--- src/rtl/ahb_lite_master.sv ---
// Command-driven AHB-Lite single-transfer master: one command at a time is turned into an
// address phase and a data phase, then a one-cycle response carries read data and status.
module ahb_lite_master #(
  parameter int unsigned TIMEOUT_CYCLES = 255,
  parameter int unsigned CNT_W          = 8,
  parameter logic [3:0]  HPROT_DEF      = 4'b0001
) (
  input  logic        HCLK,
  input  logic        HRESET,
  input  logic        cmd_valid,
  output logic        cmd_ready,
  input  logic        cmd_write,
  input  logic [31:0] cmd_addr,
  input  logic [31:0] cmd_wdata,
  input  logic [2:0]  cmd_size,
  output logic        rsp_valid,
  output logic [31:0] rsp_rdata,
  output logic        rsp_err,
  output logic        rsp_timeout,
  output logic        HSEL,
  output logic [31:0] HADDR,
  output logic [1:0]  HTRANS,
  output logic        HWRITE,
  output logic [2:0]  HSIZE,
  output logic [2:0]  HBURST,
  output logic [3:0]  HPROT,
  output logic        HMASTLOCK,
  output logic [31:0] HWDATA,
  input  logic        HREADY,
  input  logic [1:0]  HRESP,
  input  logic [31:0] HRDATA
);

  localparam logic [1:0] StIdle = 2'd0;
  localparam logic [1:0] StAddr = 2'd1;
  localparam logic [1:0] StData = 2'd2;
  localparam logic [1:0] StResp = 2'd3;

  localparam logic [1:0] HtransIdle   = 2'b00;
  localparam logic [1:0] HtransNonseq = 2'b10;

  logic [1:0]       r_state;
  logic             r_wr;
  logic [31:0]      r_wdata;
  logic [CNT_W-1:0] r_cnt;
  logic             r_err;
  logic             r_hsel;
  logic [31:0]      r_haddr;
  logic [1:0]       r_htrans;
  logic             r_hwrite;
  logic [2:0]       r_hsize;
  logic [3:0]       r_hprot;
  logic [31:0]      r_hwdata;
  logic             r_rsp_valid;
  logic [31:0]      r_rsp_rdata;
  logic             r_rsp_err;
  logic             r_rsp_timeout;

  logic             w_size_ok;
  logic [2:0]       w_hsize;
  logic [CNT_W-1:0] w_cnt_inc;
  logic             w_timeout;
  logic             w_hresp_err;

  always_comb begin
    w_size_ok = 1'b1;
    w_hsize   = 3'b000;
    case (cmd_size)
      3'd1:    w_hsize = 3'b000;
      3'd2:    w_hsize = 3'b001;
      3'd4:    w_hsize = 3'b010;
      default: w_size_ok = 1'b0;
    endcase
  end

  // Counter saturates so a disabled timeout never wraps into a false match.
  assign w_cnt_inc   = (r_cnt == {CNT_W{1'b1}}) ? r_cnt : r_cnt + 1'b1;
  assign w_timeout   = (TIMEOUT_CYCLES != 0) && (w_cnt_inc == CNT_W'(TIMEOUT_CYCLES));
  assign w_hresp_err = (HRESP == 2'b01);

  always_ff @(posedge HCLK or posedge HRESET) begin
    if (HRESET) begin
      r_state       <= StIdle;
      r_wr          <= 1'b0;
      r_wdata       <= '0;
      r_cnt         <= '0;
      r_err         <= 1'b0;
      r_hsel        <= 1'b0;
      r_haddr       <= '0;
      r_htrans      <= HtransIdle;
      r_hwrite      <= 1'b0;
      r_hsize       <= '0;
      r_hprot       <= '0;
      r_hwdata      <= '0;
      r_rsp_valid   <= 1'b0;
      r_rsp_rdata   <= '0;
      r_rsp_err     <= 1'b0;
      r_rsp_timeout <= 1'b0;
    end else begin
      r_rsp_valid   <= 1'b0;
      r_rsp_rdata   <= '0;
      r_rsp_err     <= 1'b0;
      r_rsp_timeout <= 1'b0;
      case (r_state)
        StIdle: begin
          if (cmd_valid) begin
            if (w_size_ok) begin
              r_state  <= StAddr;
              r_wr     <= cmd_write;
              r_wdata  <= cmd_wdata;
              r_hsel   <= 1'b1;
              r_htrans <= HtransNonseq;
              r_haddr  <= cmd_addr;
              r_hwrite <= cmd_write;
              r_hsize  <= w_hsize;
              r_hprot  <= HPROT_DEF;
            end else begin
              // Illegal size: answer immediately without touching the bus.
              r_rsp_valid <= 1'b1;
              r_rsp_err   <= 1'b1;
            end
          end
        end
        StAddr: begin
          if (HREADY) begin
            r_state  <= StData;
            r_htrans <= HtransIdle;
            r_haddr  <= '0;
            r_hwrite <= 1'b0;
            r_hsize  <= '0;
            r_hprot  <= '0;
            r_hwdata <= r_wr ? r_wdata : '0;
            r_cnt    <= '0;
            r_err    <= 1'b0;
          end
        end
        StData: begin
          if (HREADY) begin
            r_state     <= StResp;
            r_hsel      <= 1'b0;
            r_hwdata    <= '0;
            r_rsp_valid <= 1'b1;
            r_rsp_err   <= r_err | w_hresp_err;
            r_rsp_rdata <= r_wr ? '0 : HRDATA;
          end else begin
            r_cnt <= w_cnt_inc;
            if (w_hresp_err) r_err <= 1'b1;
            if (w_timeout) begin
              r_state       <= StResp;
              r_hsel        <= 1'b0;
              r_hwdata      <= '0;
              r_rsp_valid   <= 1'b1;
              r_rsp_err     <= 1'b1;
              r_rsp_timeout <= 1'b1;
            end
          end
        end
        StResp: begin
          r_state <= StIdle;
          r_cnt   <= '0;
          r_err   <= 1'b0;
        end
      endcase
    end
  end

  assign cmd_ready   = (r_state == StIdle);
  assign rsp_valid   = r_rsp_valid;
  assign rsp_rdata   = r_rsp_rdata;
  assign rsp_err     = r_rsp_err;
  assign rsp_timeout = r_rsp_timeout;
  assign HSEL        = r_hsel;
  assign HADDR       = r_haddr;
  assign HTRANS      = r_htrans;
  assign HWRITE      = r_hwrite;
  assign HSIZE       = r_hsize;
  assign HBURST      = 3'b000;
  assign HPROT       = r_hprot;
  assign HMASTLOCK   = 1'b0;
  assign HWDATA      = r_hwdata;

endmodule

--- config.mk ---
export PLATFORM = sky130hd
export DESIGN_NAME = ahb_lite_master
export DESIGN_NICKNAME = d
export VERILOG_FILES = /design/src/rtl/ahb_lite_master.sv
export SDC_FILE = /design/constraint.sdc
export NUM_CORES = 1
export LEC_CHECK = 0
export ABC_AREA = 0
export BUFFER_PORTS_ARGS = -buffer_cell sky130_fd_sc_hd__buf_4
export CELL_PAD_IN_SITES_DETAIL_PLACEMENT = 1
export CELL_PAD_IN_SITES_GLOBAL_PLACEMENT = 2
export CORE_UTILIZATION = 28
export CTS_CLUSTER_DIAMETER = 100
export CTS_CLUSTER_SIZE = 24
export DETAILED_ROUTE_END_ITERATION = 8
export PLACE_DENSITY_LB_ADDON = 0.1
export SYNTH_ARGS = -nofsm -noshare
export SYNTH_HDL_FRONTEND = slang
export SYNTH_SLANG_ARGS = --single-unit
--- constraint.sdc ---
create_clock -name HCLK -period 5.9 [get_ports HCLK]
set_clock_uncertainty 0.1 [all_clocks]
set_input_delay 1.77 -clock HCLK [delete_from_list [all_inputs] [get_ports HCLK]]
set_output_delay 1.77 -clock HCLK [all_outputs]
set_load 0.05 [all_outputs]
==> summary.txt <==
Clocking
  • Post-cts repair resize count: 0
  • Clock root buffer: clkbuf_16
  • Number of buffers inserted by hold repair at cts: 0
  • Number of buffers on the longest clock path: 2
  • CTS sink count: about 150
  • Clock buffers created by TritonCTS: 17
  • Clock-pin slew of the registers on the worst-case setup and hold paths: approximately 70 ps
  • CTS HTree Levels: 4
  • Postcts setup bufs: 0
  • CTS tree: done
  • Skew-Pair Late Insertion Delay: approximately 420 ps

Die
  • Area enclosed by the die boundary: ~24000 µm²
  • Starting density of the core: ~28%
  • Core Area: roughly 23000 µm²
  • DIE WIDTH: approximately 160 µm
  • Placement Rows: 56
  • DIE HEIGHT: about 160 µm
  • Number of top-level pins: about 220

Global route
  • Wire length of the first global-routing pass: between 30000 and 40000 µm
  • Residual overflow from global routing: 0
  • Antenna violations before repair: 0
  • Global-route usage over all layers: 16.5%
  • Number of global-route vias before repair: about 5700
  • Maximum number of pins on one net before global-route repair: 83

Synth
  • Cell with the most instances after synthesis: dfrtp_1
  • Number of distinct library cells after synthesis: 61
  • Most used flip-flop cell after synthesis: dfrtp_1
  • Post-synthesis sequential element count: roughly 150
  • Top-area cell type share of the netlist area: between 50% and 60%
  • Post-synth EDFFs: 0
  • Post-synthesis instance total: approximately 590
  • Post-Syn Area per Cell: roughly 11 µm²
  • Sequential fraction of the synthesis area: 55.7%
  • Post-synthesis instance area: about 6700 µm²
  • Top cells by instance count after synthesis: 148 x dfrtp_1, 44 x nand2b_1, 40 x nand2_1, 39 x o21ai_0, 37 x a21oi_1
  • Largest area contributor in the netlist: dfrtp_1
  • Share of async-settable or async-resettable flops after synthesis: 100%
  • Cell types with the largest area share after synthesis: dfrtp_1 56%, mux2_2 5.8%, a22o_1 4.7%, nand2b_1 4.1%, and2_1 3.4%
  • Warnings, synthesis: 0

Drt
  • Total wirelength of the detailed-routed design: a little under 20000 µm
  • Number of vias after detailed routing: 5276
  • Remaining antenna violation count after routing: 0
  • Initial DRC Count: ~190
  • Routed WL per cell: roughly 17 µm
  • Via density per instance: 4.74
  • Detailed-routing iteration count for the pre-antenna-repair pass: 4
  • Residual DRC count: 0

Flow run
  • Max-capacitance violation count: 0

Layout
  • Diodes inserted: 0
  • NumNets Final: between 800 and 900
  • Fillers: around 2600
  • Ratio of cells with drive above 1 in the final layout: ~39%
  • Area added between synthesis and finish: 36.0%

Timing
  • Period utilization: around 59%
  • Setup violations, final: 0
  • Setup tns final: 0 ps
  • Max-slew headroom: between 20 and 30%
  • RSZ-0062 raised after global routing: false
  • Worst Max-Slew Pin Slew: 1060 ps
  • Count of pins over their slew limit: 0
  • Number of endpoints with negative hold slack in the final report: 0
  • Final critical delay including setup and external delays: 3480 ps
  • Highest attainable clock frequency: 288 MHz
  • Hold slack: just under 400 ps

Status
  • Run status: finished clean

Setup path
  • R2r setup slk: between 3000 and 4000 ps
  • Worst reg2reg path depth: 6
  • Endpoint of the worst register-to-register path: HADDR[29]$_DFFE_PP0P_
  • Crit-path max FO: 5
  • Element type at the critical path end: output pin
  • Start-to-end type of the worst setup path: reg2out
  • Arrival time at the worst endpoint: roughly 1600 ps
  • Launching element type of the critical path: flip-flop
  • Startpoint of the most critical register-to-register path: r_state[1]$_DFFE_PP0P_
  • Endpoint required time on the critical path: about 4000 ps

Power and ir drop
  • Share of power burned in the clock network: between 20 and 25%
  • Static leakage: around 0.0043 µW
  • Sw Pwr: approximately 2500 µW
  • Logic gate share of total power: 48.1%
  • Cell-internal power: about 2900 µW
  • Seq pwr share: 31.6%
  • Power density of the placed cells: approximately 590 nW/µm²
  • Switching share of power: between 40 and 50%
  • VDD IR max: roughly 210 µV

Placement
  • Final estimated routing congestion in global placement: 0.779
  • IO buf count: between 200 and 250
  • Total half-perimeter wirelength after legalization and detailed placement: around 13000 µm

Worst hold path
  • Tightest Hold Check Type: reg2reg
  • Min-Delay Startpoint: r_wdata[21]$_DFFE_PP0P_
  • Min-Delay Path Depth: 2
  • Endpoint, Worst Hold: HWDATA[21]$_DFFE_PP0P_
-- how the worst max path moves through the flow --
stage                           start                    end  slack (ps)  cells after the start
2_1_floorplan                  HRESET   HADDR[0]$_DFFE_PP0P_          50                      1
3_3_place_gp              cmd_size[0]  HADDR[17]$_DFFE_PP0P_        2040                      5
3_5_place_dp              cmd_size[0]  HADDR[29]$_DFFE_PP0P_        1850                      5
4_1_cts                   cmd_size[0]  HADDR[29]$_DFFE_PP0P_        2310                      5
5_1_grt        r_state[1]$_DFFE_PP0P_              cmd_ready        2340                      3
6_report       r_state[1]$_DFFE_PP0P_              cmd_ready        2420                      3
-- state kept, by name, indices dropped and copies added, names as in the netlist --
signal	cells
HADDR	32
HWDATA	32
r_wdata	32
rsp_rdata	32
r_cnt	8
HSIZE	2
r_state	2
HPROT	1
HSEL	1
HWRITE	1
r_err	1
r_wr	1
rsp_err	1
rsp_timeout	1
rsp_valid	1
-- power groups by stage --
stage / clock, µW / combinational, µW / sequential [µW]
final: 1090 / 2570 / 1690
after global routing: 1170 / 2760 / 1740
after CTS: 1130 / 2610 / 1690
after global placement: 0 / 2530 / 1690
after detailed placement: 0 / 2600 / 1710
after floorplan: 0 / 983 / 2530
-- stage by stage --
step                      area (µm²)  setup slack [ps]  total power (µW)  utilization [%]  cells
after floorplan                 6680              50.3              3510                -    595
after detailed placement        8460              1850              4310             36.1   1080
after CTS                       9040              2310              5430             38.6   1112
final                           9050              2420              5350             38.7   1112
after global routing            9050              2340              5670             38.7   1112
after global placement          8460              2040              4220             36.1   1080
-- layout by cell type (no fill, tap or decap), types with 8 or more instances in the layout --
cell type and count:
clkbuf_16 17, o21ai_0 39, and2_1 36, buf_4 218, nor2_1 8, conb_1 9
a22o_1 36, inv_6 8, dfrtp_1 148, mux2_2 34, o22ai_1 21, a21oi_1 37
inv_1 18, nand2_1 40, nand2b_1 44
-- cells by family after synthesis --
logic type | Yosys count | share of synthesized area [%]
flip-flops | 148 | 55.7
AND/OR/NAND/NOR | 157 | 13.7
adder cells (fa/ha/maj) | 5 | 0.941
buffers and inverters | 71 | 5.34
other | 1 | 0.0564
XOR/XNOR | 2 | 0.263
AO/OA/AOI/OAI | 168 | 18.1
multiplexers | 35 | 5.91
-- layer usage --
layer | GRT usage [%] | vias to the layer above | wire (µm)
met5 | 0 | - | 0
met4 | 4.48 | 0 | 185
met3 | 5.11 | 13 | 1400
met2 | 27.7 | 162 | 9390
met1 | 20.3 | 2657 | 8490
li1 | - | 2444 | -
-- critical path, cell delays in order (launching register included) --
cell	delay [ps]
dfrtp_1	400
inv_1	160
ha_1	360
buf_4	270
-- final cells by class --
cell class,instances,area (µm²),share of cell area (%)
clock inverters,15,159,1.76
multi-input cells,376,2650,29.3
repair buffers,218,1640,18.1
inverters,19,76.3,0.844
clock buffers,17,425,4.70
well taps,319,399,4.41
flip-flops and latches,148,3700,40.9
Power figures use the tool's default switching activity.
